File: src/rtl/wb_load_unit_pkg.sv
// Shared definitions for the writeback/load unit: FSM states, load width codes,
// exception cause codes and the load legality checks used at accept time.
package wb_load_unit_pkg;

  typedef enum logic [1:0] {
    S_IDLE  = 2'd0,
    S_MEM   = 2'd1,
    S_WRITE = 2'd2
  } state_e;

  localparam logic [2:0] F3_LB  = 3'b000;
  localparam logic [2:0] F3_LH  = 3'b001;
  localparam logic [2:0] F3_LW  = 3'b010;
  localparam logic [2:0] F3_LBU = 3'b100;
  localparam logic [2:0] F3_LHU = 3'b101;

  localparam logic [1:0] CAUSE_NONE     = 2'b00;
  localparam logic [1:0] CAUSE_MISALIGN = 2'b01;
  localparam logic [1:0] CAUSE_ILLEGAL  = 2'b10;
  localparam logic [1:0] CAUSE_TIMEOUT  = 2'b11;

  function automatic logic f3_illegal(input logic [2:0] f3);
    return (f3 == 3'b011) || (f3 == 3'b110) || (f3 == 3'b111);
  endfunction

  function automatic logic addr_misaligned(input logic [2:0] f3, input logic [1:0] lo);
    logic bad;
    bad = 1'b0;
    if (f3 == F3_LH || f3 == F3_LHU) bad = lo[0];
    else if (f3 == F3_LW)            bad = (lo != 2'b00);
    return bad;
  endfunction

endpackage

File: src/rtl/wb_load_unit_load_align.sv
// Selects the addressed byte/halfword/word from a memory read word and
// sign- or zero-extends it to the datapath width.
module wb_load_unit_load_align
  import wb_load_unit_pkg::*;
#(
  parameter int N = 32
) (
  input  logic [N-1:0] rdata,
  input  logic [1:0]   addr,
  input  logic [2:0]   funct3,
  output logic [N-1:0] data
);

  logic [7:0]  byte_sel;
  logic [15:0] half_sel;

  // NOTE: every output of a combinational block gets a default first so no path leaves it unassigned and a latch is never inferred.
  always_comb begin
    byte_sel = rdata[{addr, 3'b000} +: 8];
    half_sel = rdata[{addr[1], 4'b0000} +: 16];
    data     = rdata;
    case (funct3)
      F3_LB:   data = {{(N-8){byte_sel[7]}}, byte_sel};
      F3_LBU:  data = {{(N-8){1'b0}}, byte_sel};
      F3_LH:   data = {{(N-16){half_sel[15]}}, half_sel};
      F3_LHU:  data = {{(N-16){1'b0}}, half_sel};
      default: data = rdata;
    endcase
  end

endmodule

File: src/rtl/wb_load_unit.sv
// Writeback stage: retires ALU results directly and runs loads through a
// request/ack handshake with data memory before driving the register file write port.
module wb_load_unit
  import wb_load_unit_pkg::*;
#(
  parameter int N       = 32,
  parameter int TIMEOUT = 16
) (
  input  logic         clk,
  input  logic         rst,
  input  logic         ex_valid,
  output logic         ex_ready,
  input  logic         ex_is_load,
  input  logic [2:0]   ex_funct3,
  input  logic [4:0]   ex_rd,
  input  logic [N-1:0] ex_result,
  output logic         mem_req,
  output logic [N-1:0] mem_addr,
  input  logic         mem_ack,
  input  logic [N-1:0] mem_rdata,
  output logic         RegWrite,
  output logic [4:0]   WriteReg,
  output logic [N-1:0] WriteData,
  output logic         exc,
  output logic [1:0]   exc_cause
);

  localparam int CNT_W = $clog2(TIMEOUT);

  state_e             state_q, state_d;
  logic [CNT_W-1:0]   cnt_q, cnt_d;
  logic [4:0]         rd_q, rd_d;
  logic [2:0]         f3_q, f3_d;
  logic [1:0]         lo_q, lo_d;
  logic               mem_req_d, reg_write_d, exc_d;
  logic [N-1:0]       mem_addr_d, write_data_d, aligned;
  logic [4:0]         write_reg_d;
  logic [1:0]         cause_d;

  wb_load_unit_load_align #(.N(N)) u_load_align (
    .rdata  (mem_rdata),
    .addr   (lo_q),
    .funct3 (f3_q),
    .data   (aligned)
  );

  assign ex_ready = (state_q == S_IDLE);

  always_comb begin
    state_d      = state_q;
    cnt_d        = cnt_q;
    rd_d         = rd_q;
    f3_d         = f3_q;
    lo_d         = lo_q;
    mem_req_d    = mem_req;
    mem_addr_d   = mem_addr;
    reg_write_d  = 1'b0;
    write_reg_d  = WriteReg;
    write_data_d = WriteData;
    exc_d        = 1'b0;
    cause_d      = CAUSE_NONE;
    case (state_q)
      S_IDLE: begin
        if (ex_valid) begin
          rd_d = ex_rd;
          f3_d = ex_funct3;
          lo_d = ex_result[1:0];
          if (!ex_is_load) begin
            state_d      = S_WRITE;
            reg_write_d  = (ex_rd != 5'd0);
            write_reg_d  = ex_rd;
            write_data_d = ex_result;
          end else if (f3_illegal(ex_funct3)) begin
            exc_d   = 1'b1;
            cause_d = CAUSE_ILLEGAL;
          end else if (addr_misaligned(ex_funct3, ex_result[1:0])) begin
            exc_d   = 1'b1;
            cause_d = CAUSE_MISALIGN;
          end else begin
            state_d    = S_MEM;
            cnt_d      = '0;
            mem_req_d  = 1'b1;
            mem_addr_d = {ex_result[N-1:2], 2'b00};
          end
        end
      end
      S_MEM: begin
        // Ack is tested first so it wins over a timeout firing in the same cycle.
        if (mem_ack) begin
          state_d      = S_WRITE;
          mem_req_d    = 1'b0;
          reg_write_d  = (rd_q != 5'd0);
          write_reg_d  = rd_q;
          write_data_d = aligned;
        end else if (cnt_q == CNT_W'(TIMEOUT - 1)) begin
          state_d   = S_IDLE;
          mem_req_d = 1'b0;
          exc_d     = 1'b1;
          cause_d   = CAUSE_TIMEOUT;
        end else begin
          cnt_d = cnt_q + 1'b1;
        end
      end
      S_WRITE: state_d = S_IDLE;
      default: state_d = S_IDLE;
    endcase
  end

  // NOTE: sequential state uses non-blocking assignments so every register samples pre-edge values regardless of statement order.
  always_ff @(posedge clk) begin
    if (!rst) begin
      state_q   <= S_IDLE;
      cnt_q     <= '0;
      rd_q      <= '0;
      f3_q      <= '0;
      lo_q      <= '0;
      mem_req   <= 1'b0;
      mem_addr  <= '0;
      RegWrite  <= 1'b0;
      WriteReg  <= '0;
      WriteData <= '0;
      exc       <= 1'b0;
      exc_cause <= CAUSE_NONE;
    end else begin
      state_q   <= state_d;
      cnt_q     <= cnt_d;
      rd_q      <= rd_d;
      f3_q      <= f3_d;
      lo_q      <= lo_d;
      mem_req   <= mem_req_d;
      mem_addr  <= mem_addr_d;
      RegWrite  <= reg_write_d;
      WriteReg  <= write_reg_d;
      WriteData <= write_data_d;
      exc       <= exc_d;
      exc_cause <= cause_d;
    end
  end

endmodule

File: config.mk
export PLATFORM = sky130hd
export DESIGN_NAME = wb_load_unit
export DESIGN_NICKNAME = d
export VERILOG_FILES = /design/src/rtl/wb_load_unit_pkg.sv /design/src/rtl/wb_load_unit_load_align.sv /design/src/rtl/wb_load_unit.sv
export SDC_FILE = /design/constraint.sdc
export NUM_CORES = 1
export LEC_CHECK = 0
export CORE_MARGIN = 5
export CORE_UTILIZATION = 65
export DETAILED_ROUTE_END_ITERATION = 8
export DONT_BUFFER_PORTS = 1
export GPL_TIMING_DRIVEN = 1
export PLACE_DENSITY = 0.79
export REMOVE_ABC_BUFFERS = 1
export SYNTH_ARGS = -nofsm -noshare
export SYNTH_HDL_FRONTEND = slang
export SYNTH_HIERARCHICAL = 1
export SYNTH_SLANG_ARGS = --single-unit
File: constraint.sdc
create_clock -name clk -period 5.8 [get_ports clk]
set_input_delay 0.29 -clock clk [delete_from_list [all_inputs] [get_ports clk]]
set_output_delay 0.29 -clock clk [all_outputs]
set_load 0.005 [all_outputs]
==> results.yml, run 1 <==
pwr:
  p_sw_mw: 0.3568
  peakVddDrop_mv: 0.2209
  switching_share: 0.2688
  power.density_nw_per_um2: 291.6
  leakage_nw: 1.753
  clock_power_share: 0.350
  power_frac_comb: 0.146
  pwr-share-seq: 0.504
  power.internal_mw: 0.9705
finish:
  post-route-cell-area_um2: 4552
  final_cell_mix: "dfxtp_1 (88), nor2_1 (76), mux2i_1 (72)"
  area_delta_synth_final_pct: 3.499
  final_cells: 547
  layout_commonest_cell: "dfxtp_1"
  fin_nets: 540
  diodes: 0
  drive_above_1_share: 0.1456
yosys:
  syn_avg_cell_area_um2: 9.124
  ys_seq_area_frac: 0.4006
  syn_inst: 482
  synth_flop_cell: "dfxtp_1"
  yosys.area.top_type: "dfxtp_1"
  synth_edf_count: 0
  synth.area.top_cells: "dfxtp_1 (40%), mux2i_1 (16%), a211oi_2 (8.5%), nor2_1 (6.5%), nand2_1 (5.9%)"
  ys_async_sr_fraction: 0
  ys_ff_latch: 88
  synth_top_area_frac: 0.4006
  ys_warn_count: 6
  syn_area_um2: 4398
  synth.distinct_cells: 45
floorplan:
  coreArea_um2: 6681
  dieArea_um2: 8511
  start_util: 0.6582
  ios: 152
  fp.dieH_um: 92.26
  fp-row-count: 30
  die_w_um: 92.26
detailed_routing:
  drt_iter0_drc: 187
  dr.pass1.iters: 4
  ant_nets: 0
  drc: 0
  wirelength_mm: 10.51
  wire_per_inst_um: 19.22
  via_per_inst: 6.135
  dr_total_vias: 3356
clock_network:
  cts_tree: "built"
  clock_sink_count: 88
  cts_resized: 0
  hold_buffers: 0
  clkLatencyLatePin_ns: 0.34
  cts_max_level: 3
  clk_pin_slew_ns: 0.09
  clockBufferDepth: 2
  cts_root_buf: "clkbuf_8"
  post-cts-setup-buffer-count: 0
  cts-buffers-inserted: 9
sta:
  tightest_slew_ns: 0.9809
  rsz0062_at_grt: "no"
  clock_skew_ns: 0.008122
  finalCritPeriodShare: 0.4402
  fmax_mhz: 391.6
  finalMaxSlewViolations: 0
  hold_viol: 0
  slew_headroom: 0.3461
  period_minus_slack_ns: 2.553
  setup_viol_count_final: 0
  final.setup.tns_ns: 0
global_route:
  antenna_found_initial: 0
  grt_usage: 0.2435
  grt_pass1_vias: 3316
  grt_first_pass_wirelength_mm: 16.67
  grt_overflow: 0
  grt_max_degree: 81
run_status:
  status: "complete, no violations"
place:
  place_hpwl_mm: 7.617
  gp_congestion: 0.8188
  post_dp_cell_area_um2: 4330
  numPortBuffers: 0
  dp.cells: 531
critical_path:
  worstPathArrival_ns: 2.81
  worstPathRequired_ns: 6.06
  path_class: "reg2reg"
  critPathLaunchType: "register"
  cp-end-kind: "register"
  cp_max_fo: 46
run:
  drv_cap: 0
hold_path:
  hp-class: "in2reg"
## power groups by stage
| stage | Clock [mW] | Sequential [mW] | Combinational (mW) |
|---|---|---|---|
| after floorplan | 0 | 0.677 | 0.158 |
| after global placement | 0 | 0.683 | 0.187 |
| after detailed placement | 0 | 0.684 | 0.194 |
| after CTS | 0.471 | 0.670 | 0.194 |
| after global routing | 0.497 | 0.674 | 0.216 |
| final | 0.465 | 0.669 | 0.193 |
## critical path, stage by stage, from the launching register on
cell	delay [ns]
dfxtp_1	0.36
or3b_1	0.45
a21oi_4	0.69
buf_4	0.60
nor2_1	0.12
a211oi_2	0.22
## logic make-up after synthesis
logic type | share of synthesized area
compound gates | 0.1764
fa+ha+maj | 0.002844
buf+inv | 0.05605
flops | 0.4006
mux | 0.1844
other cells | 0.0008527
simple gates | 0.1789
## metal layers
layer  wire [um]  up-vias  GRT usage
met5           0        -          0
met1        4215     1549     0.2961
met2        4918      138     0.3869
met3        1098       21    0.08696
li1            -     1648          -
met4         278        0     0.1077
## cells in the mapped netlist (2+ instances only)
cell,n
dfxtp_1,88
a22oi_1,8
buf_6,8
nor2b_1,5
buf_4,7
buf_2,8
clkbuf_1,14
nand2b_1,5
mux2_2,6
a211oi_2,30
a31oi_1,2
nor3b_1,2
inv_1,2
nand4_1,2
nand3b_1,3
nand2_2,2
mux2i_1,72
a211oi_1,7
a21oi_1,24
or4_1,2
nand3_1,6
nor2_1,76
o21ai_0,11
nand2_1,69
o211ai_1,3
## flip-flops by register name, indices dropped and copies added (netlist names), 2 cells and up
name       cells
WriteData     32
WriteReg       5
cnt_q          4
exc_cause      2
f3_q           3
lo_q           2
mem_addr      30
rd_q           5
state_q        2
## layout make-up
cell class | instances | area, um2
Clock inverter | 5 | 80.08
Multi-Input combinational cell | 355 | 2420
Sequential cell | 88 | 1762
Tap cell | 80 | 100.1
Inverter | 3 | 11.26
Clock buffer | 11 | 141.4
Timing Repair Buffer | 5 | 37.54
Fill cell | 550 | 2130
## worst paths after layout
check / start / end / slack [ns] / cells past startpoint
min reg2reg: rd_q[0] / rd_q[0] / 0.48 / 2
min: rst / WriteData[0] / 0.07 / 2
max reg2reg: state_q[0] / WriteReg[2] / 3.25 / 5
max: state_q[0] / WriteReg[2] / 3.25 / 5
## metrics by stage
step / setup WS (ns) / utilization / hold slack, ns / total power, mW
detailed placement: 3.241 / 0.6481 / 0.4363 / 0.8774
floorplan: 1.390 / - / 0.4260 / 0.8356
global route: 3.044 / 0.6813 / 0.06588 / 1.387
CTS: 3.221 / 0.6813 / 0.06416 / 1.335
global placement: 3.376 / 0.6481 / 0.4213 / 0.8698
finish: 3.247 / 0.6813 / 0.07480 / 1.327
(Power assumes the default switching activity.)
==> run 2: changes to the inputs <==
--- a/config.mk
+++ b/config.mk
@@ -5,12 +5,13 @@
 export SDC_FILE = /design/constraint.sdc
 export NUM_CORES = 1
 export LEC_CHECK = 0
+export ABC_AREA = 1
 export CORE_MARGIN = 5
-export CORE_UTILIZATION = 65
+export CORE_UTILIZATION = 64
 export DETAILED_ROUTE_END_ITERATION = 8
 export DONT_BUFFER_PORTS = 1
 export GPL_TIMING_DRIVEN = 1
-export PLACE_DENSITY = 0.79
+export PLACE_DENSITY = 0.78
 export REMOVE_ABC_BUFFERS = 1
 export SYNTH_ARGS = -nofsm -noshare
 export SYNTH_HDL_FRONTEND = slang
==> constraint.sdc (replaced) <==
create_clock -name clk -period 2.6 [get_ports clk]
set_input_delay 0.13 -clock clk [delete_from_list [all_inputs] [get_ports clk]]
set_output_delay 0.13 -clock clk [all_outputs]
set_load 0.005 [all_outputs]
==> results.yml, run 2 <==
finish:
  reg.largest.list: "WriteData (32), mem_addr (30)"
  final_cell_mix: "nand2_1 (212), nor2_1 (109), dfxtp_1 (88)"
  drive_above_1_share: 0.08955
  layout_commonest_cell: "nand2_1"
  post-route-cell-area_um2: 5248
  largest_reg_flops: 32
  fin_nets: 810
  area_delta_synth_final_pct: 12.05
  diodes: 0
  final_core_util: 0.7313
  top_register: "WriteData"
  fill_cells: 599
critical_path:
  slowest_delay_ns: 0.65
  cp_max_fo: 24
  cp-startpoint: "lo_q[1]"
  r2r_cells: 10
  worstPathRequired_ns: 2.89
  cp-endpoint: "WriteData[31]"
  crit_slowest_cell: "dfxtp_1"
  r2r-end: "WriteData[31]"
  critPathMostFrequentCell: "nand2_1"
  r2r_slack_ns: 0.40
  r2r_start: "lo_q[1]"
  cp_cell_sequence: "inv_2 -> nand2_1 -> nand3_1 -> nand2_1 -> nand2_2 -> nand3_2 -> nand2_1 -> nand2_1 -> o21ai_0 -> nor2_1"
  critPathLaunchType: "register"
  worstPathArrival_ns: 2.50
  path_class: "reg2reg"
  cp-end-kind: "register"
yosys:
  synth_top_family_by_area: "simple AND/OR/NAND/NOR gates"
  synth_flop_cell: "dfxtp_1"
  ys_seq_area_frac: 0.3762
  ys_async_sr_fraction: 0
  synth_edf_count: 0
  synth-xor-area-share: 0
  muxShareOfSynthArea: 0
  yosysMostFrequentCell: "nand2_1"
  syn_area_um2: 4683
  synthTopCellsByCount: "nand2_1 (212), nor2_1 (109), dfxtp_1 (88)"
  syn_avg_cell_area_um2: 6.550
  synth.distinct_cells: 33
  ys_warn_count: 6
  syn_inst: 715
  yosys.area.top_type: "dfxtp_1"
  ys_ff_latch: 88
  synth_compound_area_frac: 0.1151
  synth_top_area_frac: 0.3762
  synth.area.top_cells: "dfxtp_1 (38%), nand2_1 (17%), nor2_1 (8.7%), nand3_1 (7.4%), a21oi_1 (4.6%)"
  synthAdderAreaFrac: 0.002672
  synthSimpleGateAreaFrac: 0.4146
sta:
  period_minus_slack_ns: 2.202
  final.setup.tns_ns: 0
  fmax_mhz: 454.1
  tightest_slew_ns: 0.7916
  setup_viol_count_final: 0
  finalCritPeriodShare: 0.8469
  slew_headroom: 0.4703
  rsz0062_at_grt: "no"
  hold_viol: 0
  finalMaxSlewViolations: 0
  clock_skew_ns: 0.01360
global_route:
  grt_max_degree: 52
  grt_usage: 0.3070
  grt_overflow: 0
  antenna_found_initial: 0
  use_met3: 0.08524
  grt_first_pass_wirelength_mm: 22.16
  grt_pass1_vias: 4628
  top_usage_layer: "met2"
  grt_use_met1: 0.3460
  grtUsageMet2: 0.5269
detailed_routing:
  via_per_inst: 5.726
  drt_iter0_drc: 379
  wire_per_inst_um: 16.82
  dr_total_vias: 4787
  drc: 0
  ant_nets: 0
  dr.pass1.iters: 5
  wirelength_mm: 14.06
run_status:
  status: "complete, no violations"
floorplan:
  dieArea_um2: 9128
  fp-row-count: 31
  start_util: 0.6527
  coreArea_um2: 7176
  fp.dieH_um: 95.54
  die_w_um: 95.54
  ios: 152
clock_network:
  cts-buffers-inserted: 9
  clock_sink_count: 88
  clk_pin_slew_ns: 0.09
  clkLatencyLatePin_ns: 0.35
  cts_root_buf: "clkbuf_8"
  cts_resized: 0
  cts_max_level: 3
  cts_tree: "built"
  clockBufferDepth: 2
  post-cts-setup-buffer-count: 0
pwr:
  power_mw: 3.256
  clock_power_share: 0.326
  switching_share: 0.3053
  pwr-share-seq: 0.472
  power_frac_comb: 0.202
  peakVddDrop_mv: 0.3897
  power.internal_mw: 2.262
  p_sw_mw: 0.9940
  leakage_nw: 2.366
  power.density_nw_per_um2: 620.5
place:
  post_dp_cell_area_um2: 4584
  place_hpwl_mm: 9.146
  numPortBuffers: 0
  gp_congestion: 0.9761
hold_path:
  hp-class: "in2reg"
  hold_depth: 4
run:
  drv_cap: 0
==> run 2: kinds of logic after synthesis <==
group	count (synthesis)
flip-flops	88
adder cells (fa/ha/maj)	1
AND/OR/NAND/NOR	435
AO/OA/AOI/OAI	106
other	1
buffers and inverters	84
==> run 2: through the flow <==
stage               hold slack (ns)  worst slack, ns  std cells
floorplan                    0.2504           0.6901        672
global placement             0.2611           0.5963        777
detailed placement           0.2642           0.4800        777
CTS                         0.01356           0.4424        836
global route                0.03181           0.1243        836
finish                      0.02061           0.3981        836
==> run 2: critical path, delay by kind of cell, from the launching register on <==
family | cells | cell delay, ns
flops | 1 | 0.65
compound gates | 1 | 0.10
simple gates | 8 | 1.18
buf+inv | 1 | 0.23
==> run 2: layout make-up <==
class / count / area (um2) / share of cell area
Multi-Input combinational cell: 544 / 2501 / 0.4766
Sequential cell: 88 / 1762 / 0.3357
Tap cell: 99 / 123.9 / 0.02361
Clock buffer: 12 / 145.1 / 0.02766
Timing Repair Buffer: 49 / 485.5 / 0.09251
Clock inverter: 4 / 77.57 / 0.01478
Inverter: 40 / 152.6 / 0.02909
==> run 2: repair_timing <==
item | in CTS | in global routing
hold endpoints to repair | 82 | 0
hold buffers | 43 | 0
endpoints found under the setup margin | 0 | 0
==> run 2: power groups by stage <==
stage	logic [mW]	registers, mW	clock network [mW]
floorplan	0.443	1.55	0
global placement	0.559	1.57	0
detailed placement	0.578	1.57	0
CTS	0.645	1.54	1.07
global route	0.740	1.55	1.13
finish	0.658	1.54	1.06
==> run 2: routing by layer <==
metal,part of all wire,up-vias
li1,-,2323
met1,0.38,2212
met2,0.49,210
met3,0.095,42
met4,0.034,0
met5,0,-
==> run 2: worst min-delay path by stage <==
stage                    endpoint     startpoint
floorplan                cnt_q[2]            rst
global placement         cnt_q[2]            rst
detailed placement       cnt_q[2]            rst
CTS                 WriteData[20]  ex_result[20]
global route        WriteData[17]  ex_result[17]
finish              WriteData[20]  ex_result[20]
==> run 3: changes to the inputs <==
--- a/config.mk
+++ b/config.mk
@@ -7,11 +7,11 @@
 export LEC_CHECK = 0
 export ABC_AREA = 1
 export CORE_MARGIN = 5
-export CORE_UTILIZATION = 64
+export CORE_UTILIZATION = 57
 export DETAILED_ROUTE_END_ITERATION = 8
 export DONT_BUFFER_PORTS = 1
 export GPL_TIMING_DRIVEN = 1
-export PLACE_DENSITY = 0.78
+export PLACE_DENSITY = 0.73
 export REMOVE_ABC_BUFFERS = 1
 export SYNTH_ARGS = -nofsm -noshare
 export SYNTH_HDL_FRONTEND = slang
==> constraint.sdc (replaced) <==
create_clock -name clk -period 1.9 [get_ports clk]
set_input_delay 0.095 -clock clk [delete_from_list [all_inputs] [get_ports clk]]
set_output_delay 0.095 -clock clk [all_outputs]
set_load 0.005 [all_outputs]
==> results.yml, run 3 (synthesis gave the netlist of run 2 again) <==
run_status:
  status: "complete, no violations"
clock_network:
  cts_tree: "built"
  cts-buffers-inserted: 9
  post-cts-setup-buffer-count: 0
  clk_pin_slew_ns: 0.09
  cts_root_buf: "clkbuf_8"
  cts_max_level: 3
  clockBufferDepth: 2
  clkLatencyLatePin_ns: 0.35
  clock_sink_count: 88
sta:
  setup_slack_ns: 0.1930
  clock_skew_ns: 0.005260
  finalCritPeriodShare: 0.8984
  hold_viol: 0
  fmax_mhz: 585.8
  holdWs_ns: 0.004342
  final.setup.tns_ns: 0
  tightest_slew_ns: 0.7192
  slew_headroom: 0.5198
  rsz0062_at_grt: "no"
  setup_viol_count_final: 0
  finalMaxSlewViolations: 0
  period_minus_slack_ns: 1.707
floorplan:
  die_w_um: 100.6
  ios: 152
  coreArea_um2: 8093
  dieArea_um2: 10130
  fp.dieH_um: 100.6
  fp-row-count: 33
  start_util: 0.5787
hold_path:
  hp-class: "in2reg"
place:
  gp_congestion: 1.001
  place_hpwl_mm: 9.708
  preCtsSetupSlack_ns: 0.1880
  numPortBuffers: 0
  dp.cells: 791
finish:
  top_register: "WriteData"
  drive_above_1_share: 0.1007
  final_cell_mix: "nand2_1 (212), nor2_1 (108), dfxtp_1 (88)"
  diodes: 0
  fin_nets: 818
  layout_commonest_cell: "nand2_1"
  largest_reg_flops: 32
  reg.largest.list: "WriteData (32), mem_addr (30)"
  final_cells: 850
  area_delta_synth_final_pct: 13.84
run:
  drv_cap: 0
global_route:
  grt_overflow: 0
  grt_pass1_vias: 4608
  antenna_found_initial: 0
  grt_first_pass_wirelength_mm: 22.62
  grt_max_degree: 52
  grt_usage: 0.2778
critical_path:
  path_buf_inv: 1
  path_class: "reg2reg"
  cp_max_fo: 18
  critPathMostFrequentCell: "nand2_1"
  critPathLaunchType: "register"
  crit_slowest_cell: "dfxtp_1"
  slowest_delay_ns: 0.44
  path_delay_family: "simple AND/OR/NAND/NOR gates"
  worstPathRequired_ns: 2.15
  worstPathArrival_ns: 1.96
  cp-end-kind: "register"
  cp_cell_sequence: "nand2_1 -> nand3_1 -> nand2_1 -> nand2_2 -> buf_12 -> nand3_1 -> nand2_1 -> nand2_1 -> o21ai_1 -> nor2_1"
detailed_routing:
  ant_nets: 0
  dr.pass1.iters: 5
  wirelength_mm: 14.11
  dr_total_vias: 4726
  via_per_inst: 5.560
  drt_iter0_drc: 299
  wire_per_inst_um: 16.60
  drc: 0
pwr:
  leakage_nw: 2.401
  power.density_nw_per_um2: 818.7
  power_mw: 4.365
  peakVddDrop_mv: 0.5097
-- run 3: per-stage QoR --
step,utilization,area [um2]
4_1_cts,0.6585,5329
5_1_grt,0.6588,5331
6_report,0.6588,5331
3_5_place_dp,0.5795,4690
3_3_place_gp,0.5795,4690
2_1_floorplan,-,4415
-- run 3: routing by layer --
| metal | global-route usage | wire (um) | up-vias |
|---|---|---|---|
| met3 | 0.09896 | 1702 | 34 |
| met2 | 0.4658 | 6748 | 193 |
| met4 | 0.09845 | 349 | 0 |
| met5 | 0 | 0 | - |
| li1 | - | - | 2337 |
| met1 | 0.3270 | 5306 | 2162 |
-- run 3: worst register-to-register path, cell delays in order (launching register included) --
cell and delay (ns):
dfxtp_1 0.44, nand2_1 0.14, nand3_1 0.11, nand2_1 0.09
nand2_2 0.21, buf_12 0.21, nand3_1 0.09, nand2_1 0.09
nand2_1 0.05, o21ai_1 0.13, nor2_1 0.05
-- run 3: report_power, final --
part / switching, mW / internal (mW)
registers: 0.119 / 1.98
clock network: 0.678 / 0.648
logic: 0.579 / 0.359
total: 1.38 / 2.99
-- run 3: final timing paths --
check | from | end | slack, ns | cells past startpoint
worst max-delay path | lo_q[1] | WriteData[28] | 0.19 | 10
worst min-delay path | ex_result[9] | WriteData[9] | 0.004 | 4
worst max register to register | lo_q[1] | WriteData[28] | 0.19 | 10
worst min register to register | mem_req | mem_req | 0.48 | 2
-- run 3: cell type report --
class / instances / area [um2]
flip-flops and latches: 88 / 1762
clock buffers: 12 / 145.1
repair buffers: 57 / 583.1
fillers: 744 / 2761
multi-input cells: 544 / 2504
clock inverters: 4 / 53.80
inverters: 40 / 152.6
well taps: 105 / 131.4
-- run 3: what timing repair did --
action,4_1_cts,5_1_grt
setup endpoints to repair,0,4
gates resized for setup,0,1
hold buffers,43,0
endpoints found under the hold margin,82,0
